File: src/rtl/uart_alu_pkg.sv
// Shared constants and types for the UART ALU datapath: status codes, opcodes,
// and the response header layout.
package uart_alu_pkg;

  localparam int unsigned RESP_HDR_BYTES = 4;

  localparam logic [7:0] STATUS_OK    = 8'h00;
  localparam logic [7:0] STATUS_DIV0  = 8'h01;
  localparam logic [7:0] STATUS_BADOP = 8'h02;

  // Opcodes shared with the receive-side command parser
  localparam logic [7:0] OP_ADD = 8'h01;
  localparam logic [7:0] OP_SUB = 8'h02;
  localparam logic [7:0] OP_MUL = 8'h03;
  localparam logic [7:0] OP_DIV = 8'h04;

  typedef struct packed {
    logic [7:0] opcode;
    logic [7:0] status;
  } resp_hdr_t;

endpackage

File: src/rtl/alu_resp_packer.sv
// Transmit-side framer: captures one ALU result and streams it out as
// opcode, status, 16-bit length, then little-endian result bytes.
module alu_resp_packer
  import uart_alu_pkg::*;
#(
  parameter int unsigned datawidth_p    = 8,
  parameter int unsigned result_width_p = 32
) (
  input  logic                      clk_i,
  input  logic                      rst_i,
  input  logic [result_width_p-1:0] result_i,
  input  logic [7:0]                opcode_i,
  input  logic [7:0]                status_i,
  input  logic                      valid_i,
  output logic                      ready_o,
  output logic [datawidth_p-1:0]    m_axis_tdata_o,
  output logic                      m_axis_tvalid_o,
  input  logic                      m_axis_tready_i,
  output logic                      busy_o
);

  localparam int unsigned RESULT_BYTES = result_width_p / 8;
  localparam int unsigned PKT_BYTES    = RESP_HDR_BYTES + RESULT_BYTES;
  localparam int unsigned IDX_W        = $clog2(PKT_BYTES);
  localparam logic [15:0] PKT_LEN      = 16'(PKT_BYTES);
  localparam logic [IDX_W-1:0] LAST_IDX = IDX_W'(PKT_BYTES - 1);

  if (datawidth_p != 8) begin : g_bad_datawidth
    $error("alu_resp_packer: datawidth_p must be 8");
  end
  if ((result_width_p % 8) != 0 || result_width_p < 8 || result_width_p > 64) begin : g_bad_result_width
    $error("alu_resp_packer: result_width_p must be a multiple of 8 in 8..64");
  end

  typedef enum logic {
    ST_IDLE = 1'b0,
    ST_SEND = 1'b1
  } state_e;

  state_e                   state_q, state_d;
  logic [IDX_W-1:0]         idx_q, idx_d;
  resp_hdr_t                hdr_q, hdr_d;
  logic [result_width_p-1:0] result_q, result_d;
  logic [datawidth_p-1:0]   tdata_q, tdata_d;
  logic                     tvalid_q, tvalid_d;
  logic                     ready_q, ready_d;
  logic                     busy_q, busy_d;

  logic [IDX_W-1:0]         idx_inc;
  logic [7:0]               pkt_bytes [PKT_BYTES];

  // Byte view of the captured packet, selected by index when advancing
  always_comb begin
    pkt_bytes[0] = hdr_q.opcode;
    pkt_bytes[1] = hdr_q.status;
    pkt_bytes[2] = PKT_LEN[7:0];
    pkt_bytes[3] = PKT_LEN[15:8];
    for (int unsigned i = 0; i < RESULT_BYTES; i++) begin
      pkt_bytes[RESP_HDR_BYTES + i] = result_q[8*i +: 8];
    end
  end

  assign idx_inc = idx_q + 1'b1;

  always_comb begin
    state_d  = state_q;
    idx_d    = idx_q;
    hdr_d    = hdr_q;
    result_d = result_q;
    tdata_d  = tdata_q;
    tvalid_d = tvalid_q;
    ready_d  = ready_q;
    busy_d   = busy_q;

    unique case (state_q)
      ST_IDLE: begin
        if (valid_i && ready_q) begin
          hdr_d    = '{opcode: opcode_i, status: status_i};
          result_d = result_i;
          // First byte comes straight from the inputs; holding regs load this edge
          tdata_d  = datawidth_p'(opcode_i);
          tvalid_d = 1'b1;
          ready_d  = 1'b0;
          busy_d   = 1'b1;
          idx_d    = '0;
          state_d  = ST_SEND;
        end
      end
      ST_SEND: begin
        if (tvalid_q && m_axis_tready_i) begin
          if (idx_q == LAST_IDX) begin
            tvalid_d = 1'b0;
            busy_d   = 1'b0;
            ready_d  = 1'b1;
            idx_d    = '0;
            state_d  = ST_IDLE;
          end else begin
            idx_d   = idx_inc;
            tdata_d = datawidth_p'(pkt_bytes[idx_inc]);
          end
        end
      end
      default: state_d = ST_IDLE;
    endcase
  end

  always_ff @(posedge clk_i) begin
    if (!rst_i) begin
      state_q  <= ST_IDLE;
      idx_q    <= '0;
      hdr_q    <= '0;
      result_q <= '0;
      tdata_q  <= '0;
      tvalid_q <= 1'b0;
      ready_q  <= 1'b1;
      busy_q   <= 1'b0;
    end else begin
      state_q  <= state_d;
      idx_q    <= idx_d;
      hdr_q    <= hdr_d;
      result_q <= result_d;
      tdata_q  <= tdata_d;
      tvalid_q <= tvalid_d;
      ready_q  <= ready_d;
      busy_q   <= busy_d;
    end
  end

  assign ready_o         = ready_q;
  assign busy_o          = busy_q;
  assign m_axis_tdata_o  = tdata_q;
  assign m_axis_tvalid_o = tvalid_q;

endmodule

File: config.mk
export PLATFORM = sky130hd
export DESIGN_NAME = alu_resp_packer
export DESIGN_NICKNAME = d
export VERILOG_FILES = /design/src/rtl/uart_alu_pkg.sv /design/src/rtl/alu_resp_packer.sv
export SDC_FILE = /design/constraint.sdc
export NUM_CORES = 1
export LEC_CHECK = 0
export CAP_MARGIN = 0
export CORE_UTILIZATION = 25
export DETAILED_ROUTE_END_ITERATION = 6
export MAX_ROUTING_LAYER = met4
export PLACE_DENSITY = 0.49
export SLEW_MARGIN = 20
export SYNTH_ARGS = -nofsm -noshare
export SYNTH_HDL_FRONTEND = slang
export SYNTH_SLANG_ARGS = --single-unit
export TNS_END_PERCENT = 20
File: constraint.sdc
create_clock -name clk_i -period 2.1 [get_ports clk_i]
set_input_delay 0.315 -clock clk_i [delete_from_list [all_inputs] [get_ports clk_i]]
set_output_delay 0.315 -clock clk_i [all_outputs]
set_load 0.01 [all_outputs]
# [Word level (Yosys, flattened, before mapping)]
# Cells that the tools add are included.
[totals] register_bits=62 wordCells=46
[classes] n_addsub=1 order_cmp=1 n_eq_ne=5 n_mux=23 bitwise_logic=2 reduce_logical=6
[op_table] op="$mux W8" n=5
[op_table] op="$bmux W8 S3" n=1
[op_table] op="$pmux W8 S2" n=1
[op_table] op="$mux W1" n=9
[op_table] op="$mux W3" n=3
[op_table] op="$pmux W1 S2" n=3
[op_table] op="$pmux W3 S2" n=1
[op_table] op="$reduce_and A3 Y1" n=2
[op_table] op="$ge A4 B4 Y1 const B" n=1
[op_table] op="$ne A2 B1 Y1 const B" n=2
[op_table] op="$ne A2 B2 Y1 const B" n=2
[op_table] op="$not A3 Y4" n=1
[op_table] op="$reduce_and A2 Y1" n=2
[op_table] op="$add A3 B1 Y3 const B" n=1
[op_table] op="$eq A3 B3 Y1 const B" n=1
[op_table] op="$logic_and A1 B1 Y1" n=2
[op_table] op="$not A1 Y1" n=1

# [Longest topological paths before layout]
# Gate-level depths: netlist of the first run.
[logic_depth] ltp_word=8 ltp_mapped=7 mapped_depth_nobuf=6

# [Least setup slack after synthesis of the first run]
# No wires, ideal clock.
[synth_timing] path_type="flip-flop to flip-flop" from="reg idx_q[0]" to="reg tdata_q[3] (netlist: m_axis_tdata_o[3])" setup_ns=0.135 arrival_time_ns=1.780 slack_ns=0.185 stages_incl_launch_ff=8 path_cell_list="dfxtp_1 -> ha_1 -> ha_1 -> or2_1 -> clkbuf_2 -> or3b_1 -> nand4_1 -> a31oi_1"
[synth_via] elab_chain_len=8 word_cells_on_any_way=11
[synth_rtl] element="start, declared" line="alu_resp_packer.sv:41" source="logic [IDX_W-1:0] idx_q, idx_d;"
[synth_rtl] element="start signal, assigned" line="alu_resp_packer.sv:119" source="idx_q <= idx_d;"
[synth_rtl] element="$add A3 B1 Y3" line="alu_resp_packer.sv:63" source="assign idx_inc = idx_q + 1'b1;"
[synth_rtl] element="$not A3 Y4 (not written as such)" line="alu_resp_packer.sv:99" source="tdata_d = datawidth_p'(pkt_bytes[idx_inc]);"
[synth_rtl] element="$bmux W8 S3" line="alu_resp_packer.sv:99"
[synth_rtl] element="$mux W8 (not written as such) (2 in a row)" line="alu_resp_packer.sv:99"
[synth_rtl] element="$mux W8" line="alu_resp_packer.sv:91" source="if (idx_q == LAST_IDX) begin"
[synth_rtl] element="$mux W8" line="alu_resp_packer.sv:90" source="if (tvalid_q && m_axis_tready_i) begin"
[synth_rtl] element="$pmux W8 S2" line="alu_resp_packer.sv:75" source="unique case (state_q)"
[synth_rtl] element="end signal, assigned" line="alu_resp_packer.sv:122" source="tdata_q <= tdata_d;"
[synth_rtl] element="end, declared" line="alu_resp_packer.sv:44" source="logic [datawidth_p-1:0] tdata_q, tdata_d;"
# Parallel ways exist; a longest one is shown, timed or not. The select of a mux whose other input is x is not followed.
# A chain may end at the register's enable or synchronous reset.

# [Final worst setup path of the first run]
# Ends and elaborated chain as after synthesis.

==> out/results.ini, run 1 <==
[yosys]
synth-edff-count = 0
ys_seq_elements = 62
ys_top_cells_by_area = dfxtp_1, nand2_1, a21oi_1
synth.cell_area_um2 = 2645
avgSynthCellArea_um2 = 8.114
syn_nets = 381
synth_largest_area_cell = dfxtp_1
ys_warn_count = 0
syn_inst = 326
postSynth.asyncResetShare_pct = 0
synth_top_area_share_pct = 46.93
synth_ff_type = dfxtp_1
synth_cell_types = 32
ys_seq_area_share_pct = 46.93

[layout]
fin_cells = 526
fillCellCount = 1085
nets = 440
area_growth_pct = 36.90
final_common_cell = nand2_1
multi_input_area_um2 = 1281
antenna_cells = 0
drive_above_1_share_pct = 7.692
layout_common_cells = nand2_1, dfxtp_1, clkdlybuf4s50_1
seq_area_um2 = 1241
finish.instance_area_um2 = 3621

[global_routing]
grtUsageTotal_pct = 13.90
use_met3_pct = 4.554
grt_pass1_wl_um = 11390
grt_pass1_vias = 2263
overflow = 0
antenna_found_initial = 0
top_usage_layer = met2
grt_start_max_net_pins = 51
use_met1_pct = 17.43
grt_use_met2_pct = 21.19

[flow_run]
maxCapViolations = 0

[timing]
fmax_mhz = 531.1
rsz0062_at_grt = false
setup_viol = 0
tns_ns = 0
worst_pin_slew_ns = 0.4242
finalMaxSlewViolations = 0
fin_skew_ns = 0.009080
fin_crit_ns = 1.883
worst_slack_ns = 0.2172
maxSlewHeadroom_pct = 71.72
fin_crit_sh_pct = 89.65
finalHoldViolCount = 0

[detailed_routing]
drt-pass1-iter-count = 5
wire_per_inst_um = 13.77
route.detailed.drc = 0
routed_via_density = 4.557
wl_um = 7243
postRouteAntennaNets = 0
via_count = 2397
drt_iter0_drc = 109

[power_and_ir_drop]
vdd_drop_max_mv = 0.2839
p_leak_nw = 1.234
pwr-share-comb_pct = 15.4
p_seq_share_pct = 47.4
clkPwrFrac_pct = 37.2
power.share.switching_pct = 26.54
p_sw_uw = 728.5
p_per_area_nw_per_um2 = 758.0
p_int_mw = 2.016

[critical_path]
critPathKind = register to register
path_max_fanout = 8
crit_required_ns = 2.31
crit_buf_inv = 0
crit_slowest_cell = or3b_1
worstPathArrival_ns = 2.09
critPathMostFrequentCell = ha_1
crit_path_start_kind = register
path_delay_family = simple AND/OR/NAND/NOR gates
cpPeakStageDelay_ns = 0.40
path_cells = ha_1, ha_1, or2_1, or3b_1, nand4_1, a31oi_1
end_kind = register

[cts]
cts_buffer_depth = 2
clock_sinks = 62
holdBufCountCts = 0
root_buffer = clkbuf_8
htreeDepth = 3
cts_tree = built
clk_latency_ns = 0.35
ctsResizeCount = 0
post_cts_buffers = 0
cts_buffers = 9
clkTransAtPathRegs_ns = 0.07

[place]
gp_congestion = 0.7263
place_hpwl_um = 5076
dpl_cell_area_um2 = 3432
placed_cells = 510
place_ws_ns = 0.2503
portBuffers = 62

[min_path]
hp-class = register to register

[die]
start_util_pct = 25.74
fp.coreArea_um2 = 10280
pin_count = 63
die_w_um = 104.9
rows = 37
fp.dieH_um = 104.9
die_area_um2 = 11000

[status]
status = finished clean

[final cells by class]
class	count	share of cell area, %
Tap cell	136	4.699
Inverter	1	0.1037
Clock inverter	6	1.693
Clock buffer	10	3.525
Timing Repair Buffer	74	20.32
Sequential cell	62	34.28
Multi-Input combinational cell	237	35.38
[power groups by stage]
| stage | clock network [mW] | logic, mW | registers (mW) |
|---|---|---|---|
| 2_1_floorplan | 0 | 0.214 | 1.32 |
| 3_3_place_gp | 0 | 0.426 | 1.33 |
| 3_5_place_dp | 0 | 0.427 | 1.33 |
| 4_1_cts | 1.05 | 0.428 | 1.30 |
| 5_1_grt | 1.10 | 0.470 | 1.31 |
| 6_report | 1.02 | 0.423 | 1.30 |
[routing by layer]
| layer | vias up | routed length [µm] |
|---|---|---|
| met5 | - | 0 |
| met4 | 0 | 80 |
| met3 | 6 | 397 |
| met2 | 64 | 3206 |
| met1 | 1087 | 3559 |
| li1 | 1240 | - |
[kinds of logic (layout without fill, tap and decap cells)]
family,Yosys count,in the layout,share of synthesized area (%)
flops,62,62,46.93
buf+inv,27,91,4.635
simple gates,117,117,18.02
fa+ha+maj,3,3,1.419
compound gates,94,94,20.29
mux,23,23,8.704
[synthesized netlist by cell type, drive strengths merged, types with 2 or more instances]
master and n:
nand3 2, dfxtp 62, o22ai 7, nand2b 2, ha 3, clkbuf 15, o21ai 10, nand2 99
a21oi 58, o221ai 7, mux2i 23, o211ai 7, a31oi 2, buf 11, nor2 7
[final timing paths]
path,start,endpoint,slack (ns),depth (start not counted)
hold reg to reg,result_q[8],result_q[8],0.45,2
hold / removal,result_q[8],result_q[8],0.45,2
setup / recovery,idx_q[0],m_axis_tdata_o[3],0.22,6
setup reg to reg,idx_q[0],m_axis_tdata_o[3],0.22,6
[stage by stage]
stage	util (%)	power (mW)	hold WS [ns]
after floorplan	-	1.536	0.4330
after global placement	33.39	1.752	0.4410
after detailed placement	33.39	1.754	0.4461
after CTS	35.23	2.777	0.4555
after global routing	35.23	2.875	0.4713
final	35.23	2.745	0.4546
[flip-flops by register name, indices dropped and copies added (netlist names)]
signal,flops
result_q,32
hdr_q,16
busy_o,1
ready_o,1
m_axis_tdata_o,8
idx_q,3
state_q,1
[worst reg2reg max path, stage by stage, from the launching register on]
cell and delay [ns]:
dfxtp_1 0.32, ha_1 0.22, ha_1 0.29, or2_1 0.33
or3b_1 0.40, nand4_1 0.11, a31oi_1 0.08
(Power assumes the default switching activity.)
==> inputs of run 2 (changes only) <==
--- a/config.mk
+++ b/config.mk
@@ -5,8 +5,10 @@
 export SDC_FILE = /design/constraint.sdc
 export NUM_CORES = 1
 export LEC_CHECK = 0
+export ABC_CLOCK_PERIOD_IN_PS = 2100
 export CAP_MARGIN = 0
 export CORE_UTILIZATION = 25
+export CTS_CLUSTER_SIZE = 10
 export DETAILED_ROUTE_END_ITERATION = 6
 export MAX_ROUTING_LAYER = met4
 export PLACE_DENSITY = 0.49
==> results of run 2 <==
No change in the layout: final DEF, timing and power equal those of run 1.
==> inputs of run 3 (changes only) <==
--- a/config.mk
+++ b/config.mk
@@ -6,12 +6,12 @@
 export NUM_CORES = 1
 export LEC_CHECK = 0
 export ABC_CLOCK_PERIOD_IN_PS = 2100
-export CAP_MARGIN = 0
 export CORE_UTILIZATION = 25
 export CTS_CLUSTER_SIZE = 10
 export DETAILED_ROUTE_END_ITERATION = 6
+export DONT_BUFFER_PORTS = 1
 export MAX_ROUTING_LAYER = met4
-export PLACE_DENSITY = 0.49
+export PLACE_DENSITY = 0.41
 export SLEW_MARGIN = 20
 export SYNTH_ARGS = -nofsm -noshare
 export SYNTH_HDL_FRONTEND = slang
==> run 3 against run 2 <==
Against the previous run:
- sequential power barely moved
- worst setup slack got worse by 0.041 ns
- clock skew fell by 0.00080 ns
- first-iteration DRC count fell by 6.4%
- clock-buffer cell count rose by 1
- die area did not move
- combinational power fell by 34%
- clock power fell by 8%
- via count fell by 9.5%
- non-clock buffer count fell by 65
- sequential share of layout area rose by 7.6 points
==> out/results.ini, run 3 (synthesis results as in run 1) <==
[timing]
worst_pin_slew_ns = 0.5315  ; +0.1073 ns
setup_viol = 0  ; unchanged
rsz0062_at_grt = false
finalMaxSlewViolations = 0  ; unchanged
finalHoldViolCount = 0  ; unchanged
fin_crit_ns = 1.923  ; +0.04058 ns
worst_slack_ns = 0.1767  ; -0.04058 ns
maxSlewHeadroom_pct = 64.52  ; -7.2 points
fmax_mhz = 519.9  ; -2.1%
tns_ns = 0  ; unchanged
fin_skew_ns = 0.008284  ; -0.0007957 ns
fin_crit_sh_pct = 91.59  ; +1.9 points

[status]
status = finished clean

[critical_path]
critPathMostFrequentCell = ha_1
critPathKind = register to register
crit_required_ns = 2.31  ; about the same
end_kind = register
path_delay_family = simple AND/OR/NAND/NOR gates
path_max_fanout = 8  ; unchanged
cpPeakStageDelay_ns = 0.42  ; +0.02 ns
worstPathArrival_ns = 2.13  ; +0.04 ns
crit_slowest_cell = or3b_1
path_cells = ha_1, ha_1, or2_1, or3b_1, nand4_1, a31oi_1
crit_buf_inv = 0  ; unchanged
crit_path_start_kind = register

[die]
fp.dieH_um = 104.9  ; unchanged
die_w_um = 104.9  ; unchanged
rows = 37  ; unchanged
die_area_um2 = 11000  ; unchanged
start_util_pct = 25.74  ; unchanged
fp.coreArea_um2 = 10280  ; unchanged
pin_count = 63  ; unchanged

[place]
place_hpwl_um = 5152  ; +1.5%
placed_cells = 445  ; -13%
place_ws_ns = 0.1964  ; -0.05385 ns
portBuffers = 0  ; -100%
gp_congestion = 0.7223  ; -0.55%

[layout]
seq_area_um2 = 1241  ; unchanged
regMostFlops = result_q
final_common_cell = nand2_1
fillCellCount = 1158  ; +6.7%
nets = 375  ; -15%
antenna_cells = 0  ; unchanged
layout_common_cells = nand2_1, dfxtp_1, a21oi_1
multi_input_area_um2 = 1282  ; about the same
largest_reg_flops = 32  ; unchanged
drive_above_1_share_pct = 8.615  ; +0.92 points
area_growth_pct = 12.16
fin_cells = 461  ; -12%

[global_routing]
antenna_found_initial = 0  ; unchanged
grt_pass1_wl_um = 11660  ; +2.4%
grt_pass1_vias = 2085  ; -7.9%
grt_start_max_net_pins = 57  ; +12%
overflow = 0  ; unchanged
grtUsageTotal_pct = 14.36  ; +0.46 points

[cts]
post_cts_buffers = 0  ; unchanged
cts_buffers = 9  ; unchanged
root_buffer = clkbuf_8
ctsResizeCount = 0  ; unchanged
cts_tree = built
htreeDepth = 3  ; unchanged
holdBufCountCts = 0  ; unchanged
clock_sinks = 62  ; unchanged
cts_buffer_depth = 2  ; unchanged
clk_latency_ns = 0.34  ; about the same
clkTransAtPathRegs_ns = 0.07  ; about the same

[min_path]
hp-class = input port to register

[detailed_routing]
drt_iter0_drc = 102  ; -6.4%
route.detailed.drc = 0  ; unchanged
routed_via_density = 4.705  ; +3.2%
postRouteAntennaNets = 0  ; unchanged
wl_um = 7295  ; +0.72%
drt-pass1-iter-count = 4  ; -1
wire_per_inst_um = 15.82  ; +15%
via_count = 2169  ; -9.5%

[flow_run]
maxCapViolations = 0  ; unchanged

[power_and_ir_drop]
pwr-share-comb_pct = 11.0  ; -4.4 points
p_seq_share_pct = 52.0  ; +4.6 points
p_int_mw = 1.813  ; -10%
p_per_area_nw_per_um2 = 851.5  ; +12%
p_leak_nw = 0.9650  ; -22%
vdd_drop_max_mv = 0.3025  ; +6.5%
p_sw_uw = 712.9  ; -2.1%
clkPwrFrac_pct = 37.0  ; -0.2 points
power.share.switching_pct = 28.22  ; +1.7 points

==> run 3: cell count changes in the layout (fill, tap and decap cells not counted), sizes merged <==
cell,change
clkinv,-2
clkbuf,+1
bufinv,-1
buf,-3
clkdlybuf4s50,-62
inv,-1
clkinvlp,+3
==> run 3: power groups by stage <==
stage               Clock [mW]  Sequential, mW  Combinational [mW]
floorplan                    0            1.32               0.214
global placement             0            1.34               0.281
detailed placement           0            1.34               0.282
CTS                      0.972            1.31               0.282
global route              1.02            1.32               0.316
finish                   0.936            1.31               0.278
==> run 3: through the flow <==
step / utilization (%) / instance area [µm²] / total power [mW] / hold WS, ns
after global routing: 28.87 / 2967 / 2.663 / 0.08213
after global placement: 27.15 / 2790 / 1.620 / 0.4413
final: 28.87 / 2967 / 2.526 / 0.1031
after detailed placement: 27.15 / 2790 / 1.623 / 0.4464
after floorplan: - / 2645 / 1.536 / 0.4330
after CTS: 28.87 / 2967 / 2.568 / 0.08716
==> run 3: layout make-up <==
type,count,area share [%]
tap,136,5.736
inverter,1,0.1265
timing repair buffer,9,3.121
clock inverter,5,1.181
sequential,62,41.84
multi-input combinational,237,43.23
clock buffer,11,4.766
==> run 3: worst paths after layout <==
path,depth (start not counted),to,from,slack [ns]
worst max-delay path,6,m_axis_tdata_o[3],idx_q[0],0.18
worst min-delay path,2,hdr_q[15],opcode_i[7],0.10
worst max register to register,6,m_axis_tdata_o[3],idx_q[0],0.18
worst min register to register,2,hdr_q[9],hdr_q[9],0.45
==> run 3: worst register-to-register path, stage by stage (launching register included) <==
cell	delay [ns]
dfxtp_1	0.32
ha_1	0.21
ha_1	0.31
or2_1	0.35
or3b_1	0.42
nand4_1	0.12
a31oi_1	0.08
==> run 3: routing by layer <==
metal  vias up  GRT usage [%]  wire length (µm)
met5         -              -                 0
met4         0          4.527                97
met3         8          5.240               546
met2        60          20.06              3066
met1       991          19.09              3584
li1       1110              -                 -
